--- config.mk ---
export PLATFORM = sky130hd
export DESIGN_NAME = mrc_lane_read_cntl
export DESIGN_NICKNAME = d
export VERILOG_FILES = /design/src/rtl/mrc_lane_read_cntl.sv
export SDC_FILE = /design/constraint.sdc
export NUM_CORES = 1
export LEC_CHECK = 0
export CORE_MARGIN = 3
export CORE_UTILIZATION = 41
export CTS_BUF_LIST = sky130_fd_sc_hd__clkbuf_8
export DETAILED_ROUTE_END_ITERATION = 10
export RECOVER_POWER = 50
export SYNTH_ARGS = -nofsm -noshare
export SYNTH_HDL_FRONTEND = slang
export SYNTH_SLANG_ARGS = --single-unit
--- constraint.sdc ---
create_clock -name clk -period 3.5 [get_ports clk]
set_clock_uncertainty 0.1 [all_clocks]
set_input_delay 0.7 -clock clk [delete_from_list [all_inputs] [get_ports clk]]
set_output_delay 0.7 -clock clk [all_outputs]
set_load 0.005 [all_outputs]
--- src/rtl/mrc_lane_read_cntl.sv ---
// mrc_lane_read_cntl: parses MR descriptors, issues credit-limited SRAM reads
// and streams the returned words as a SOM/MOM/EOM-framed lane.
module mrc_lane_read_cntl #(
  parameter int OPT_PER_INST = 3,
  parameter int OPT_TYPE_W   = 4,
  parameter int OPT_VALUE_W  = 16,
  parameter int ADDR_W       = 16,
  parameter int DATA_W       = 32,
  parameter int MEM_LAT      = 2,
  parameter int FIFO_DEPTH   = 4
) (
  input  logic                                     clk,
  input  logic                                     reset_poweron,
  input  logic                                     wud__mrc__valid,
  output logic                                     mrc__wud__ready,
  input  logic [1:0]                               wud__mrc__cntl,
  input  logic [OPT_PER_INST-1:0][OPT_TYPE_W-1:0]  wud__mrc__option_type,
  input  logic [OPT_PER_INST-1:0][OPT_VALUE_W-1:0] wud__mrc__option_value,
  output logic                                     mrc__sram__rd_en,
  output logic [ADDR_W-1:0]                        mrc__sram__rd_addr,
  input  logic [DATA_W-1:0]                        sram__mrc__rd_data,
  output logic                                     mrc__std__lane_valid,
  output logic [1:0]                               mrc__std__lane_cntl,
  input  logic                                     std__mrc__lane_ready,
  output logic [DATA_W-1:0]                        mrc__std__lane_data,
  output logic                                     mrc__sys__desc_err,
  output logic                                     mrc__sys__busy
);
  localparam int PW  = $clog2(FIFO_DEPTH);
  localparam int FCW = $clog2(FIFO_DEPTH + 1);
  localparam int CW  = $clog2(FIFO_DEPTH + MEM_LAT + 2) + 1;
  typedef enum logic [1:0] {S_IDLE, S_COLLECT, S_READ, S_DRAIN} state_t;
  state_t r_state;
  logic r_ready, r_err, r_rd_en;
  logic [ADDR_W-1:0] r_addr, r_rd_addr, w_addr;
  logic [OPT_VALUE_W-1:0] r_cnt, r_rem, r_emit, w_cnt;
  logic [MEM_LAT-1:0] r_tag;
  logic [DATA_W-1:0] r_mem [FIFO_DEPTH];
  logic [PW-1:0] r_wp, r_rp;
  logic [FCW-1:0] r_fcnt;
  logic [CW-1:0] w_infl;
  logic w_acc, w_push, w_pop, w_issue;

  assign w_acc  = wud__mrc__valid && r_ready;
  assign w_push = r_tag[MEM_LAT-1];
  assign w_pop  = mrc__std__lane_valid && std__mrc__lane_ready;
  // Every read in flight or buffered holds a FIFO slot; a pop this cycle frees one.
  assign w_infl  = CW'($countones(r_tag)) + CW'(r_rd_en) + CW'(r_fcnt);
  assign w_issue = r_state == S_READ && r_rem != '0 && (w_infl - CW'(w_pop)) < CW'(FIFO_DEPTH);

  assign mrc__wud__ready      = r_ready;
  assign mrc__sram__rd_en     = r_rd_en;
  assign mrc__sram__rd_addr   = r_rd_addr;
  assign mrc__sys__desc_err   = r_err;
  assign mrc__sys__busy       = r_state != S_IDLE;
  assign mrc__std__lane_valid = r_fcnt != '0;
  assign mrc__std__lane_data  = mrc__std__lane_valid ? r_mem[r_rp] : '0;
  assign mrc__std__lane_cntl  = !mrc__std__lane_valid ? 2'b00 :
                                r_cnt == OPT_VALUE_W'(1) ? 2'b11 :
                                r_emit == '0 ? 2'b01 :
                                r_emit == r_cnt - OPT_VALUE_W'(1) ? 2'b10 : 2'b00;

  always_comb begin
    w_addr = wud__mrc__cntl[0] ? '0 : r_addr;
    w_cnt  = wud__mrc__cntl[0] ? '0 : r_cnt;
    for (int i = 0; i < OPT_PER_INST; i++) begin
      if (wud__mrc__option_type[i] == OPT_TYPE_W'(1)) w_addr = ADDR_W'(wud__mrc__option_value[i]);
      if (wud__mrc__option_type[i] == OPT_TYPE_W'(2)) w_cnt = wud__mrc__option_value[i];
    end
  end

  always_ff @(posedge clk or posedge reset_poweron) begin
    if (reset_poweron) begin
      r_state   <= S_IDLE;
      r_ready   <= 1'b0;
      r_err     <= 1'b0;
      r_rd_en   <= 1'b0;
      r_rd_addr <= '0;
      r_addr    <= '0;
      r_cnt     <= '0;
      r_rem     <= '0;
      r_emit    <= '0;
    end else begin
      r_err   <= 1'b0;
      r_rd_en <= 1'b0;
      if (w_pop) r_emit <= r_emit + OPT_VALUE_W'(1);
      case (r_state)
        S_IDLE, S_COLLECT: begin
          r_ready <= 1'b1;
          if (w_acc) begin
            if (r_state == S_IDLE && !wud__mrc__cntl[0]) r_err <= 1'b1;
            else begin
              r_addr <= w_addr;
              r_cnt  <= w_cnt;
              if (r_state == S_COLLECT && wud__mrc__cntl[0]) r_err <= 1'b1;
              if (!wud__mrc__cntl[1]) r_state <= S_COLLECT;
              else if (w_cnt == '0) begin
                r_err   <= 1'b1;
                r_state <= S_IDLE;
              end else begin
                r_state <= S_READ;
                r_ready <= 1'b0;
                r_rem   <= w_cnt;
                r_emit  <= '0;
              end
            end
          end
        end
        S_READ:
          if (w_issue) begin
            r_rd_en   <= 1'b1;
            r_rd_addr <= r_addr;
            r_addr    <= r_addr + ADDR_W'(1);
            r_rem     <= r_rem - OPT_VALUE_W'(1);
            if (r_rem == OPT_VALUE_W'(1)) r_state <= S_DRAIN;
          end
        S_DRAIN:
          if (w_pop && r_emit == r_cnt - OPT_VALUE_W'(1)) begin
            r_state <= S_IDLE;
            r_ready <= 1'b1;
          end
      endcase
    end
  end

  always_ff @(posedge clk or posedge reset_poweron) begin
    if (reset_poweron) begin
      r_tag  <= '0;
      r_wp   <= '0;
      r_rp   <= '0;
      r_fcnt <= '0;
    end else begin
      r_tag  <= MEM_LAT'({r_tag, r_rd_en});
      r_fcnt <= r_fcnt + FCW'(w_push) - FCW'(w_pop);
      if (w_push) r_wp <= r_wp == PW'(FIFO_DEPTH - 1) ? '0 : r_wp + PW'(1);
      if (w_pop) r_rp <= r_rp == PW'(FIFO_DEPTH - 1) ? '0 : r_rp + PW'(1);
    end
  end

  always_ff @(posedge clk)
    if (w_push) r_mem[r_wp] <= sram__mrc__rd_data;
endmodule

==> out/results.txt, run 1 <==
status -> finished, violations left
failing checks -> max-capacitance violations, max-slew violations
Antenna Cells -> 0
share of cells above drive strength 1 -> 20.14%
Post-synth EDFFs -> 128
Mapped Area -> 11460 um2
nature of the critical path endpoint -> output pin
Final Cycle Share -> 99.47%
Cell Chain, Critical Path -> buf_4, buf_4, nor3_2, nand3_4, a221oi_2, o211ai_1, nor4_2, buf_4, nand3_2, a21oi_2, buf_2
routability cong. -> 0.9201
fillers -> 2431
# hold bufs at CTS -> 0
R2R cell count -> 13
Total GRT Usage -> 20.90%
CP Class -> reg2out
Clock Pin Slew Worst Setup and Hold Paths -> 60 ps
GR Overflow Total -> 0
Rows -> 60
vias per cell -> 5.477
Worst Max-Slew Pin Slew -> 2140 ps
first-pass GRT wire length -> 50370 um
Synth top area share -> 33.54%
Min-Delay Path Class -> reg2reg
Buffers on Ports -> 152
post-DR wirelength/cell -> 19.10 um
Starting Density -> 42.17%
Primary FF master, synth -> edfxtp_1
clk root buf -> clkbuf_8
Max-cap violations -> 2
Min Clock Period, post-route -> 3481 ps
Ys Warns -> 0
vias in the first global route -> 8894
relative slew slack -> -42.69%
fin nets -> 1374
Commonest cells post-synth -> edfxtp_1, nand2_1, dfrtp_1
setup slack at placement -> -343.4 ps
# clock sinks -> 222
Core Footprint -> 27180 um2
routed via count -> 9054
Worst-Skew Late Latency -> 550 ps
CTS H-tree depth -> 2
Leak -> 0.005797 uW
Async S/R FF share, synth -> 42.34%
Worst Path Max Fanout -> 8
CP max stage delay -> 390 ps
post-synth cell types -> 70
Die Wd -> 173.2 um
Mapped Nets -> 1126
top-count cell post-synth -> edfxtp_1
RSZ-0062 raised after global routing -> yes
setup violators final -> 0
cells taking the most area after synthesis -> edfxtp_1, dfrtp_1, mux4_2
CP dominant cell by count -> buf_4
initial DRC count -> 705
Mapped Avg Cell Area -> 11.36 um2
peak supply drop -> 481.7 uV
required time of the critical path -> 2700 ps
area grow syn2layout -> 30.82%
Num CTS Buffers -> 39
Seq/Total Area, Yosys -> 54.06%
area of the multi-input gates -> 5059 um2
I/O pin count -> 153
cell taking the most area after synthesis -> edfxtp_1
maximum clock insertion buffer count -> 3
crit path DAT -> 2680 ps
CTS tree -> built
First-pass DRT Iterations -> 5
HPWL Detailed -> 22450 um
#FFs+latches synth -> 222
final wirelength -> 31580 um
Die Y -> 173.2 um
Final Max Slew Viols -> 76
cell count after synthesis -> 1009
drt drc -> 0
hold slack -> 288.6 ps
Hold Path Depth -> 0
PD cells -> 772.2 nW/um2
Die Area -> 30000 um2
Startpoint Class -> flip-flop
final hold vios -> 0
pin count of the biggest net entering global routing -> 57
Post-DRT Antenna Nets -> 0
initial antenna violation count -> 1
flop-to-flop setup slack -> 280 ps
fmax -> 287.2 MHz
register area -> 6198 um2
CP max stage cell -> dfrtp_1
PnR worst setup slack -> 18.52 ps
## registers in the layout (all words and copies together) (netlist names), 2 cells and up
| signal | flops |
|---|---|
| mrc__sram__rd_addr | 16 |
| r_addr | 16 |
| r_emit | 16 |
| r_cnt | 16 |
| r_wp | 2 |
| r_state | 2 |
| r_tag | 2 |
| r_rem | 16 |
| r_fcnt | 3 |
| r_rp | 2 |
| r_mem | 128 |
## critical path, delay by kind of cell, from the launching register on
family | cells | cell delay, ps
AO/OA/AOI/OAI | 3 | 540
buffers and inverters | 4 | 590
flip-flops | 1 | 390
AND/OR/NAND/NOR | 4 | 620
## power breakdown
group / switching (uW) / internal [uW] / total, uW
clock: 1050 / 1140 / 2190
sequential: 499 / 3380 / 3880
combinational: 2690 / 2820 / 5510
total: 4250 / 7330 / 11600
## area by class of cell
| class | count | area share [%] |
|---|---|---|
| inverter | 22 | 0.5591 |
| timing repair buffer | 275 | 16.52 |
| clock inverter | 22 | 0.7928 |
| multi-input combinational | 697 | 33.74 |
| clock buffer | 43 | 3.947 |
| sequential | 222 | 41.34 |
| tap | 372 | 3.104 |
## stage by stage
stage	power (uW)	util, %	TNS [ps]	area [um2]	cells
floorplan	6876	-	0	11460	1009
global placement	9208	52.11	-10070	14160	1584
detailed placement	9267	52.11	-13800	14160	1584
CTS	11610	55.00	-118.0	14950	1653
global route	12400	55.17	-152.7	14990	1653
finish	11580	55.17	0	14990	1653
## placed cells by master, fill, tap and decap left out, types with 19 or more instances in the layout
cell type and instances:
edfxtp_1 128, clkdlybuf4s50_1 118, buf_4 113, nand2_1 96, dfrtp_1 92, nor2_1 73
o21ai_0 54, a21oi_1 45, clkbuf_8 43, and2_1 40, inv_1 34, dlygate4sd3_1 33
nor3_1 32, mux4_2 32, xnor2_1 22, o22ai_1 19
## path summary, 6_finish.rpt
path | to | start
worst max-delay path | mrc__std__lane_cntl[1] | r_cnt[0]
worst min register to register | r_tag[1] | r_tag[0]
min in group asynchronous | r_rem[8] | reset_poweron
worst min-delay path | r_tag[1] | r_tag[0]
max in group asynchronous | r_cnt[2] | reset_poweron
worst max register to register | r_rem[1] | r_fcnt[0]
## timing repair
| action | CTS | global route |
|---|---|---|
| pin swaps | 3 | 7 |
| endpoints found under the setup margin | 1 | 10 |
| endpoints found under the hold margin | 0 | 0 |
| gates resized for setup | 13 | 16 |
| setup buffers | 4 | 0 |
## cells by family after synthesis
group	after synthesis	share of synthesized area, %
AND/OR/NAND/NOR	373	17.40
flip-flops	222	54.06
AO/OA/AOI/OAI	210	11.64
buffers and inverters	90	3.188
multiplexers	57	8.603
XOR/XNOR	38	2.904
adder cells (fa/ha/maj)	19	2.205
## metal layers
metal	global-route usage (%)	vias to the layer above	share of wire [%]
met3	3.667	51	6.3
li1	-	4270	-
met2	33.34	293	48
met5	0	-	0.054
met1	29.43	4438	44
met4	6.216	2	2.4
Note: power is estimated with default switching activity, not from simulation.
==> run 2, diff against run 1 <==
--- a/config.mk
+++ b/config.mk
@@ -6,7 +6,7 @@
 export NUM_CORES = 1
 export LEC_CHECK = 0
 export CORE_MARGIN = 3
-export CORE_UTILIZATION = 41
+export CORE_UTILIZATION = 35
 export CTS_BUF_LIST = sky130_fd_sc_hd__clkbuf_8
 export DETAILED_ROUTE_END_ITERATION = 10
 export RECOVER_POWER = 50
==> constraint.sdc (replaced) <==
create_clock -name clk -period 4.2 [get_ports clk]
set_clock_uncertainty 0.1 [all_clocks]
set_input_delay 0.84 -clock clk [delete_from_list [all_inputs] [get_ports clk]]
set_output_delay 0.84 -clock clk [all_outputs]
set_load 0.005 [all_outputs]
==> run 2 against run 1 <==
  * The flow still finishes with violations (max-capacitance violations, max-slew violations)
  * Total power down 19%
  * Via count down 3.8%
  * Cell count up 0.12%
  * Utilization down 9.5 points
  * Highest routed layer is now met4
==> out/results.txt, run 2 (synthesized netlist as in run 1, its figures left out) <==
status -> finished, violations left
failing checks -> max-capacitance violations, max-slew violations
fmax -> 271.0 MHz
Layout Utilization -> 45.66% (-9.5 points)
register area -> 6200 um2 (about the same)
Num CTS Buffers -> 40 (+2.6%)
Final Cycle Share -> 87.87%
First-pass DRT Iterations -> 5 (unchanged)
area grow syn2layout -> 27.00%
total power -> 9389 uW (-19%)
Total Neg Setup Slack -> 0 ps (unchanged)
Worst-Skew Late Latency -> 560 ps (about the same)
Clock Pin Slew Worst Setup and Hold Paths -> 60 ps (about the same)
vias per cell -> 5.262 (-3.9%)
commonest non-fill, non-tap cells in the layout -> edfxtp_1, clkdlybuf4s50_1, nand2_1
Core Footprint -> 31880 um2 (+17%)
first-pass GRT wire length -> 49600 um (-1.5%)
CP dominant cell by count -> nand2_1
CP Buf/Inv Count -> 1 (-3)
CTS H-tree depth -> 2 (unchanged)
setup slack at placement -> 104.7 ps (+448.1 ps)
Startpoint Class -> flip-flop
# hold bufs at CTS -> 0 (unchanged)
Die Area -> 34950 um2 (+17%)
Rows -> 65 (+8.3%)
routed via count -> 8708 (-3.8%)
Cell Chain, Critical Path -> nor3_1, inv_1, nand2_1, nand2_1, nand2_1, fa_1, a31oi_1, nand3b_1, a21oi_1, nand2_1, o21a_1, a2111oi_0, a211o_1
CP max stage cell -> nor3_1
required time of the critical path -> 4590 ps (+1890 ps)
area of the multi-input gates -> 5005 um2 (-1.1%)
Final Max Slew Viols -> 93 (+22%)
post-DR wirelength/cell -> 18.78 um (-1.7%)
Die Y -> 187.0 um (+7.9%)
routability cong. -> 0.9210 (about the same)
CP Class -> reg2reg
final wirelength -> 31080 um (-1.6%)
I/O pin count -> 153 (unchanged)
commonest non-fill, non-tap cell in the layout -> edfxtp_1
share of cells above drive strength 1 -> 15.08% (-5.1 points)
Buffers on Ports -> 152 (unchanged)
Antenna Cells -> 0 (unchanged)
Top Family by Delay on Critical Path -> compound AO/OA/AOI/OAI gates
Min-Delay Path Class -> reg2reg
drt drc -> 0 (unchanged)
PD cells -> 645.1 nW/um2 (-16%)
Total GRT Usage -> 17.58% (-3.3 points)
hold slack -> 306.2 ps (+17.57 ps)
final hold vios -> 0 (unchanged)
CP max stage delay -> 490 ps (+100 ps)
RSZ-0062 raised after global routing -> no
crit path DAT -> 4080 ps (+1400 ps)
GR Overflow Total -> 0 (unchanged)
setup violators final -> 0 (unchanged)
CTS tree -> built
PnR worst setup slack -> 509.4 ps (+490.9 ps)
fillers -> 3032 (+25%)
peak supply drop -> 356.7 uV (-26%)
Max-cap violations -> 2 (unchanged)
Starting Density -> 35.95% (-6.2 points)
Leak -> 0.005516 uW (-4.9%)
fin nets -> 1307 (-4.9%)
initial DRC count -> 459 (-35%)
maximum clock insertion buffer count -> 3 (unchanged)
Post-DRT Antenna Nets -> 0 (unchanged)
Min Clock Period, post-route -> 3691 ps
Largest Register -> r_mem
HPWL Detailed -> 21610 um (-3.7%)
relative slew slack -> -62.11% (-19 points)
vias in the first global route -> 8829 (-0.73%)
# clock sinks -> 222 (unchanged)
max FFs per register -> 128 (unchanged)
initial antenna violation count -> 0 (-1)
Worst Max-Slew Pin Slew -> 2429 ps (+288.6 ps)
nature of the critical path endpoint -> flip-flop
pin count of the biggest net entering global routing -> 61 (+7.0%)
Worst Path Max Fanout -> 7 (-1)
clk root buf -> clkbuf_8
Die Wd -> 187.0 um (+7.9%)
==> run 2: cell types whose count changed in the layout (fill, tap and decap cells not counted), moves of 2 or more <==
cell,before,now
buf_4,113,51
clkinv_1,2,7
inv_1,34,38
and2_0,3,0
and2_1,40,43
clkbuf_1,4,1
a21oi_1,45,47
a21oi_2,3,1
clkbuf_8,43,41
nand3_1,17,19
==> run 2: final timing paths <==
check,slack [ps],depth (start not counted),end,startpoint
setup / recovery,510,13,r_addr[0],r_fcnt[0]
setup reg to reg,510,13,r_addr[0],r_fcnt[0]
hold / removal,310,0,r_tag[1],r_tag[0]
hold reg to reg,310,0,r_tag[1],r_tag[0]
max in group asynchronous,960,2,r_rp[0],reset_poweron
min in group asynchronous,1470,2,r_wp[1],reset_poweron
==> run 2: per-layer routing <==
metal,track usage [%],share of wire (%),vias to the layer above
met3,3.223,5.9,53
met4,5.961,3.0,0
met5,0,0,-
met1,24.33,44,4217
li1,-,-,4141
met2,28.01,47,297
==> run 2: what timing repair did <==
action | 4_1_cts | 5_1_grt
buffers inserted | 2 | 4
endpoints found under the hold margin | 0 | 0
pin swaps | 2 | 5
endpoints found under the setup margin | 1 | 1
gates resized for setup | 5 | 9
==> run 2: layout make-up <==
| type | instances | area share [%] |
|---|---|---|
| Sequential cell | 222 | 42.59 |
| Multi-Input combinational cell | 697 | 34.38 |
| Timing Repair Buffer | 207 | 13.54 |
| Clock buffer | 41 | 3.877 |
| Tap cell | 435 | 3.739 |
| Clock inverter | 31 | 1.298 |
| Inverter | 22 | 0.5674 |
==> run 2: per-stage QoR <==
stage | instance area [um2] | std cells
3_5_place_dp | 13690 | 1577
2_1_floorplan | 11460 | 1009
5_1_grt | 14560 | 1655
6_report | 14560 | 1655
4_1_cts | 14490 | 1651
3_3_place_gp | 13690 | 1577
==> run 2: power by group <==
group	internal, uW	switching (uW)
Sequential	2810	519
Clock	991	936
Combinational	2060	2070
==> run 3, diff against run 2 <==
--- a/config.mk
+++ b/config.mk
@@ -8,6 +8,7 @@
 export CORE_MARGIN = 3
 export CORE_UTILIZATION = 35
 export CTS_BUF_LIST = sky130_fd_sc_hd__clkbuf_8
+export CTS_CLUSTER_SIZE = 28
 export DETAILED_ROUTE_END_ITERATION = 10
 export RECOVER_POWER = 50
 export SYNTH_ARGS = -nofsm -noshare
==> results of run 3 <==
Final layout, timing and power as in run 2 (identical DEF).
